<file path="src/rtl/pcu_pkg.sv">
// Shared types and constants for the program-counter unit.
package pcu_pkg;

    typedef enum logic [1:0] {
        SETTLE,
        RUN,
        HALT
    } pcu_state_e;

    typedef enum logic [1:0] {
        SRC_NONE,
        SRC_TRAP,
        SRC_FLUSH
    } redir_src_e;

    localparam int ILEN_BYTES = 4;
    localparam int ALIGN_LSB  = 2;
    localparam int BTB_FW     = 32;

    typedef struct packed {
        logic              valid;
        logic [BTB_FW-1:0] tag;
        logic [BTB_FW-1:0] tgt;
    } btb_entry_t;

    function automatic int align_lsb(input int ilen);
        return $clog2(ilen / 8);
    endfunction

endpackage

</file>
<file path="src/rtl/pcu_btb.sv">
// Direct-mapped branch target buffer: combinational lookup, edge update.
// Updates land at the clock edge, so a same-cycle lookup sees old contents.
module pcu_btb
    import pcu_pkg::*;
#(
    parameter int AW    = 32,
    parameter int ALSB  = ALIGN_LSB,
    parameter int DEPTH = 8
) (
    input  logic          clk,
    input  logic          rst,
    input  logic [AW-1:0] i_lkp_pc,
    output logic          o_hit,
    output logic [AW-1:0] o_tgt,
    input  logic          i_upd_valid,
    input  logic [AW-1:0] i_upd_pc,
    input  logic [AW-1:0] i_upd_tgt,
    input  logic          i_upd_taken
);

    localparam int IDX = $clog2(DEPTH);

    btb_entry_t r_tab [DEPTH];

    logic [IDX-1:0]    w_lidx;
    logic [IDX-1:0]    w_uidx;
    logic [BTB_FW-1:0] w_ltag;
    logic [BTB_FW-1:0] w_utag;
    logic              w_umatch;

    assign w_lidx = IDX'(i_lkp_pc >> ALSB);
    assign w_uidx = IDX'(i_upd_pc >> ALSB);
    assign w_ltag = BTB_FW'(i_lkp_pc >> (ALSB + IDX));
    assign w_utag = BTB_FW'(i_upd_pc >> (ALSB + IDX));

    assign o_hit = r_tab[w_lidx].valid
                && (r_tab[w_lidx].tag == w_ltag);
    assign o_tgt = r_tab[w_lidx].tgt[AW-1:0];

    assign w_umatch = r_tab[w_uidx].valid
                   && (r_tab[w_uidx].tag == w_utag);

    always_ff @(posedge clk) begin
        if (rst) begin
            for (int i = 0; i < DEPTH; i++) begin
                r_tab[i].valid <= 1'b0;
            end
        end else if (i_upd_valid) begin
            if (i_upd_taken) begin
                r_tab[w_uidx] <= '{
                    valid: 1'b1,
                    tag:   w_utag,
                    tgt:   BTB_FW'(i_upd_tgt)
                };
            end else if (w_umatch) begin
                r_tab[w_uidx].valid <= 1'b0;
            end
        end
    end

endmodule

</file>
<file path="src/rtl/pcu_redirect.sv">
// Program-counter unit: reset settle, fetch handshake, trap/flush redirect, halt.
// Define PCU_BTB_EN to add BTB next-PC prediction.
module pcu_redirect
    import pcu_pkg::*;
#(
    parameter int            AW          = 32,
    parameter int            ILEN        = ILEN_BYTES * 8,
    parameter logic [AW-1:0] RESET_PC    = '0,
    parameter int            RESET_CNT_W = 3,
    parameter int            BTB_DEPTH   = 8
) (
    input  logic          clk,
    input  logic          rst,
    input  logic          i_trap_valid,
    input  logic [AW-1:0] i_trap_pc,
    input  logic          i_flush_valid,
    input  logic [AW-1:0] i_flush_pc,
    input  logic          i_halt,
    input  logic          i_resume,
    input  logic          i_pc_ready,
    output logic          o_pc_valid,
    output logic [AW-1:0] o_pc,
    output logic          o_pred_taken,
    output logic          o_misalign,
    input  logic          i_btb_upd_valid,
    input  logic [AW-1:0] i_btb_upd_pc,
    input  logic [AW-1:0] i_btb_upd_tgt,
    input  logic          i_btb_upd_taken
);

    localparam int            LSB  = align_lsb(ILEN);
    localparam logic [AW-1:0] STEP = AW'(ILEN / 8);

    pcu_state_e             r_state;
    pcu_state_e             w_state_nxt;
    logic [RESET_CNT_W-1:0] r_cnt;
    logic [RESET_CNT_W-1:0] w_cnt_nxt;
    logic [AW-1:0]          r_pc;
    logic [AW-1:0]          w_pc_nxt;
    logic                   r_misalign;
    logic                   w_mis_nxt;

    redir_src_e    w_src;
    logic [AW-1:0] w_raw;
    logic [AW-1:0] w_tgt;
    logic          w_raw_mis;
    logic          w_redir;
    logic          w_fire;
    logic          w_hit;
    logic [AW-1:0] w_btb_tgt;

    assign o_pc_valid = (r_state == RUN);
    assign o_pc       = r_pc;
    assign o_misalign = r_misalign;
    assign w_fire     = o_pc_valid & i_pc_ready;

`ifdef PCU_BTB_EN
    pcu_btb #(
        .AW    (AW),
        .ALSB  (LSB),
        .DEPTH (BTB_DEPTH)
    ) u_btb (
        .clk         (clk),
        .rst         (rst),
        .i_lkp_pc    (r_pc),
        .o_hit       (w_hit),
        .o_tgt       (w_btb_tgt),
        .i_upd_valid (i_btb_upd_valid
                      && (r_state != SETTLE)),
        .i_upd_pc    (i_btb_upd_pc),
        .i_upd_tgt   (i_btb_upd_tgt),
        .i_upd_taken (i_btb_upd_taken)
    );
`else
    logic w_unused;
    assign w_unused  = ^{i_btb_upd_valid, i_btb_upd_pc,
                         i_btb_upd_tgt, i_btb_upd_taken,
                         (BTB_DEPTH != 0)};
    assign w_hit     = 1'b0;
    assign w_btb_tgt = '0;
`endif

    assign o_pred_taken = o_pc_valid & w_hit;

    // Trap outranks flush; low bits are dropped but remembered.
    always_comb begin
        w_src = SRC_NONE;
        w_raw = '0;
        if (i_trap_valid) begin
            w_src = SRC_TRAP;
            w_raw = i_trap_pc;
        end else if (i_flush_valid) begin
            w_src = SRC_FLUSH;
            w_raw = i_flush_pc;
        end
    end

    assign w_redir   = (w_src != SRC_NONE);
    assign w_tgt     = {w_raw[AW-1:LSB], {LSB{1'b0}}};
    assign w_raw_mis = |w_raw[LSB-1:0];

    always_comb begin
        w_state_nxt = r_state;
        w_cnt_nxt   = r_cnt;
        w_pc_nxt    = r_pc;
        w_mis_nxt   = 1'b0;
        unique case (r_state)
            SETTLE: begin
                if (&r_cnt) begin
                    w_state_nxt = RUN;
                end else begin
                    w_cnt_nxt = r_cnt + 1'b1;
                end
            end
            RUN: begin
                if (w_redir) begin
                    w_pc_nxt  = w_tgt;
                    w_mis_nxt = w_raw_mis;
                end else if (w_fire && w_hit) begin
                    w_pc_nxt = {w_btb_tgt[AW-1:LSB],
                                {LSB{1'b0}}};
                end else if (w_fire) begin
                    w_pc_nxt = r_pc + STEP;
                end
                if (i_halt) begin
                    w_state_nxt = HALT;
                end
            end
            HALT: begin
                if (w_redir) begin
                    w_pc_nxt    = w_tgt;
                    w_mis_nxt   = w_raw_mis;
                    w_state_nxt = RUN;
                end else if (i_resume) begin
                    w_state_nxt = RUN;
                end
            end
            default: begin
                w_state_nxt = SETTLE;
            end
        endcase
    end

    always_ff @(posedge clk) begin
        if (rst) begin
            r_state    <= SETTLE;
            r_cnt      <= '0;
            r_pc       <= RESET_PC;
            r_misalign <= 1'b0;
        end else begin
            r_state    <= w_state_nxt;
            r_cnt      <= w_cnt_nxt;
            r_pc       <= w_pc_nxt;
            r_misalign <= w_mis_nxt;
        end
    end

endmodule

</file>
<file path="config.mk">
export PLATFORM = sky130hd
export DESIGN_NAME = pcu_redirect
export DESIGN_NICKNAME = d
export VERILOG_FILES = /design/src/rtl/pcu_pkg.sv /design/src/rtl/pcu_btb.sv /design/src/rtl/pcu_redirect.sv
export SDC_FILE = /design/constraint.sdc
export NUM_CORES = 1
export LEC_CHECK = 0
export CORE_MARGIN = 3
export CORE_UTILIZATION = 39
export DETAILED_ROUTE_END_ITERATION = 8
export GPL_TIMING_DRIVEN = 0
export PLACE_DENSITY = 0.87
export SLEW_MARGIN = 0
export SYNTH_ARGS = -nofsm -noshare
export SYNTH_HDL_FRONTEND = slang
export SYNTH_SLANG_ARGS = --single-unit
</file>
<file path="constraint.sdc">
create_clock -name clk -period 4 [get_ports clk]
set_input_delay 1 -clock clk [delete_from_list [all_inputs] [get_ports clk]]
set_output_delay 1 -clock clk [all_outputs]
set_load 0.005 [all_outputs]
</file>
## After elaboration in Yosys (flattened, before gate mapping)

Index checks and enable logic that the tools add are counted.

| word-level totals | value |
|---|---|
| output and inout port bits | 35 |
| register bits | 38 |
| input bits | 137 |

| cells by class | value |
|---|---|
| mux-type cells | 13 |
| $add $sub $neg | 2 |
| equal/unequal tests | 7 |
| bitwise logic cells | 4 |
| reductions and logical operators | 10 |

Operator list:

| cell | number |
|---|---|
| $mux W32 | 5 |
| $pmux W32 S2 | 1 |
| $add A32 B3 Y32 const B | 1 |
| $mux W2 | 6 |
| $reduce_and A3 Y1 | 3 |
| $ne A2 B2 Y1 const B | 3 |
| $pmux W2 S3 | 1 |
| $reduce_bool A2 Y1 | 2 |
| $reduce_or A2 Y1 | 2 |
| $add A3 B1 Y3 const B | 1 |
| $ne A3 B1 Y1 const B | 1 |
| $ne A3 B3 Y1 const B | 1 |
| $not A1 Y1 | 3 |
| $reduce_or A3 Y1 | 1 |
| $eq A2 B1 Y1 const B | 1 |
| $eq A2 B2 Y1 const B | 1 |
| $logic_not A2 Y1 | 1 |
| $reduce_and A2 Y1 | 1 |
| $and A1 B1 Y1 | 1 |

## Depth between registers and ports, before layout

| depth | value |
|---|---|
| depth after elaboration | 5 |
| gate-level depth with buffers | 9 |

## Least setup slack after synthesis

OpenSTA, ideal clock, no wires.

| timing | value |
|---|---|
| path type | input to register |
| start | input i_flush_valid |
| end | register r_pc[31] (netlist: o_pc[31]) |
| arrival time | 2,298 ps |
| cell stages on the path | 7 |
| setup time | 79 ps |
| buffers on the path | 2 |
| setup slack | 1,623 ps |
| cell sequence | buf_6 or3_1 buf_2 nor2_1 nand2_1 or4_1 o211ai_1 |

| between the ends | value |
|---|---|
| word-level cells in the longest chain between the ends | 5 |
| elaborated cells between the ends (all ways) | 11 |
| classes of those cells | eq/ne: 2; mux: 7; reduce/logical: 2 |

RTL lines:

| item | line | RTL |
|---|---|---|
| start: declaration | pcu_redirect.sv:16 | `input logic i_flush_valid,` |
| $mux W2 | pcu_redirect.sv:92 | `end else if (i_flush_valid) begin` |
| $mux W2 | pcu_redirect.sv:89 | `if (i_trap_valid) begin` |
| $reduce_bool A2 Y1 | pcu_redirect.sv:98 | `assign w_redir = (w_src != SRC_NONE);` |
| $ne A3 B1 Y1 (no line) (tied with other cells) | -- |  |
| $reduce_and A3 Y1 (no line) / $pmux W32 S2 (equally long branches) | -- |  |
| end signal: assignment | pcu_redirect.sv:153 | `r_pc <= w_pc_nxt;` |
| end: declaration | pcu_redirect.sv:38 | `logic [AW-1:0] r_pc;` |

Parallel ways exist; a longest one is shown, timed or not. The select of a mux whose other input is x is not followed.
A chain may end at the register's enable or synchronous reset.

## Final worst setup path

| timing | value |
|---|---|
| start | input i_trap_valid |
| end | register r_pc[10] (netlist: o_pc[10]) |

| between the ends | value |
|---|---|
| word-level cells in the longest chain between the ends | 4 |
| elaborated cells between the ends (all ways) | 9 |
| classes of those cells | eq/ne: 2; mux: 5; reduce/logical: 2 |

RTL lines:

| item | line | RTL |
|---|---|---|
| start: declaration | pcu_redirect.sv:14 | `input logic i_trap_valid,` |
| $mux W2 | pcu_redirect.sv:89 |  |
| $reduce_bool A2 Y1 | pcu_redirect.sv:98 |  |
| $ne A3 B1 Y1 (no line) (tied with other cells) | -- |  |
| $reduce_and A3 Y1 (no line) / $pmux W32 S2 (equally long branches) | -- |  |

Parallel ways exist; a longest one is shown, timed or not. The select of a mux whose other input is x is not followed.

==> results list <==
- Outcome: finished, violations left
* Failing checks: design-rule violations
- The routed layout has ~3300 vias.
- After detailed routing, the number of remaining DRC violations is 1.
* # diodes: 0
* Die outline width: 87.1 um
- Count of nets after finishing: 577
- Resized cells post-CTS: 0
- Clock-pin slew was measured on the worst setup and hold paths at 0.08 ns.
* End of the critical path: o_pc[10]
* Post-detail-place hpwl: 7000 um
- Average footprint of a synthesized cell: 7.91 um2
- Yosys attributes the largest share of cell area to dfxtp_1 28%, a22oi_1 5.3%, o21ai_0 4.5%, nor2_1 4.1%, a21oi_1 3.7%.
* Clock tree from TritonCTS: built
* Total global routing track utilization: about a quarter
- In the synthesized netlist the dominant register cell turns out to be dfxtp_1.
- The setup check on the worst reg-to-reg path leaves a slack of 1.61 ns.
* Clock period minus worst slack: roughly 3 ns
* Worst rel slew slack: a little under three fifths
* Startpoint-to-endpoint class of the critical path: in -> reg
* Tightest hold margin: slightly above 0.5 ns
- Hold repair after CTS inserted 0 buffers.
* Timing startpoint of the critical path: i_trap_valid
* Cell with the most instances after synthesis: dfxtp_1
- Starting density of the core: between 40% and 50%
* Static Leak: 1.35 nW
- The floorplan step defined a core boundary enclosing about 0.006 mm2.
* Measured slew at the worst slew-check pin: 0.661 ns
- Setup violations remaining at the end of the flow were counted as 0.
* Number of warnings issued by yosys: 0
- The post-route netlist has around 8.3% of its cells at a drive strength greater than 1.
- Buffers inserted during clock tree synthesis total 5.
* Clk sink count: 36
- In this run, the number of DRC markers left after iteration 0 of detailed routing was 603.
- Vias per cell: 6.41
- Total length of routed wires: 9630 um
- From synthesis to final layout, the design area changed by 46.9%.
- Sequential-to-total area share from yosys stat: 28.1%
* Reg-to-reg endpoint: o_pc[10]
* Cell count of the worst reg-to-reg path: 8
- Counting every instance in the synthesized netlist gives 324.
* Vias in the first global route: about 3000
- Maximum clock skew at final layout: 0.00784 ns
- Worst-Skew Late Latency: 0.30 ns
- At the worst endpoint, the required time is about 4.2 ns.
- Total die area: 0.00758 mm2
* Die Y: about 87 um
- Routability-driven placement congestion ratio: 0.957
- The first global-routing pass estimated approximately 15000 um of wire.
- RSZ-0062 raised after global routing: false
* Maximum fanout encountered on the critical timing path: 10
- The worst register-to-register path begins at r_state[0].
- Worst hold-check path type: reg -> reg
- Number of iterations in the first detailed-routing pass: 9
- Most area-hungry cell type in the Yosys netlist: dfxtp_1
- The synthesized design contains 36 register bits.
* Grt total ovfl: 0
- CTS built an H-tree with a depth of 2.
- Period Utilization, post-route: 73.6%
- Worst vdd ir: 0.218 mV
- The floorplan has 28 rows.
* Number of distinct library cells after synthesis: 64
- The tree is rooted in a clkbuf_8.
- Antenna viol nets, final: 0
* MaxCap Viol Count: 0
* Worst endpoint data arrival time: between 3 and 4 ns
- Dividing total power by cell area gives a power density of 440 mW/mm2.
- Category of the worst setup path launch point: primary input
- Endpoint class of the critical path: register
- Antenna violations before repair: 0
- In this run, synthesis inferred 0 flip-flops with an integrated enable.
* Final hold violation count: 0
- Setup Total Neg Slack: 0 ns
- Number of setup buffers added after CTS: 0
* Number of port buffers: 101
- Entering global routing, the biggest net connects 11 pins.
- Of the post-synthesis cell area, the dominant cell type holds 28.1%.
* FFs w/ async S/R, synth: 0%
- Netlist area before placement: approximately 0.0026 mm2
- Final routed wire length divided by cell count: around 19 um
* Longest Clk Path Bufs: 2
* Peak Freq: 340 MHz
- Final-report max-slew violation count: 0
- Counting instances in the post-synthesis netlist gives the leading cell types as 36 x dfxtp_1, 28 x nor2_1, 23 x o21ai_0.
- During I/O placement, the number of pins put on the boundary was 172.
[cells in the final DEF (no fill, tap or decap), types with 3 or more instances in the layout]
cell type        count
a22o_1               5
nand3_1             13
a221o_1              3
a21oi_1             19
nor3_1              10
buf_6                5
buf_2                5
o21a_1               5
nor2_1              28
dfxtp_1             36
clkdlybuf4s50_1    101
o32ai_1              4
nand2_1             16
clkbuf_8             7
mux2i_1              6
buf_4                5
conb_1               3
nand4_1             12
clkbuf_1            17
nor4_1               3
and3_1               5
o22ai_1              4
o211ai_1             4
a31oi_1             10
ha_1                 6
inv_1                8
and3_2               4
a21o_1               5
o21ai_0             23
a22oi_1             18
[worst min-delay path by stage]
stage	start	to	slack, ns	cells after the start
finish	r_cnt[1]	r_cnt[1]	0.52	2
global route	o_pc[26]	o_pc[26]	0.54	2
CTS	o_pc[26]	o_pc[26]	0.51	2
detailed placement	o_pc[26]	o_pc[26]	0.49	2
global placement	r_cnt[1]	r_cnt[1]	0.48	2
floorplan	r_cnt[1]	r_cnt[1]	0.47	2
[metrics by stage]
step / worst slack [ns] / std cells / utilization (%) / total power (W) / instance area [um2]
global route: 0.955 / 510 / 61.4 / 0.00174 / 3760
finish: 1.06 / 510 / 61.4 / 0.00166 / 3760
floorplan: 1.62 / 326 / - / 0.000974 / 2570
CTS: 1.15 / 510 / 61.4 / 0.00163 / 3760
global placement: 0.860 / 502 / 59.9 / 0.00133 / 3670
detailed placement: 0.835 / 502 / 59.9 / 0.00136 / 3670
[state kept, by name, summed over array words and instances (netlist names)]
signal / cells
o_misalign: 1
o_pc: 30
r_cnt: 3
r_state: 2
[cells by family after synthesis]
family / synth area share, %
AOI/OAI and AO/OA: 33.2
DFF: 28.1
other: 0.146
buffers and inverters: 8.69
xor gates and xnor gates: 0.342
adders and majority gates: 2.93
muxes: 2.34
and+or+nand+nor: 24.3
[where the power goes]
group          leakage, nW  switching [W]  internal (W)
combinational         1.01       0.000397      0.000400
sequential           0.292       0.000124      0.000453
clock               0.0455       0.000142      0.000141
[critical path, stage by stage]
cell and delay, ns:
clkdlybuf4s50_1 0.44, buf_6 0.16, o21a_1 0.21, a21oi_1 0.18, clkbuf_1 0.50, buf_2 0.36
a2bb2oi_1 0.21, nor2_1 0.06
[metal layers]
layer	up-vias	wire length [um]	share of wire, %	track usage (%)
li1	1469	-	-	-
met1	1501	3700	38	31.9
met2	261	4370	45	41.3
met3	39	1280	13	5.58
met4	0	271	2.8	8.64
met5	-	0	0	0
[layout make-up]
class                           count  area (um2)
Buffer                             31         189
Clock buffer                        8        90.1
Fill cell                         521        2370
Inverter                            9        33.8
Multi-Input combinational cell    250        1630
Sequential cell                    36         721
Tap cell                           75        93.8
Timing Repair Buffer              101        1010
Power figures use the tool's default switching activity.
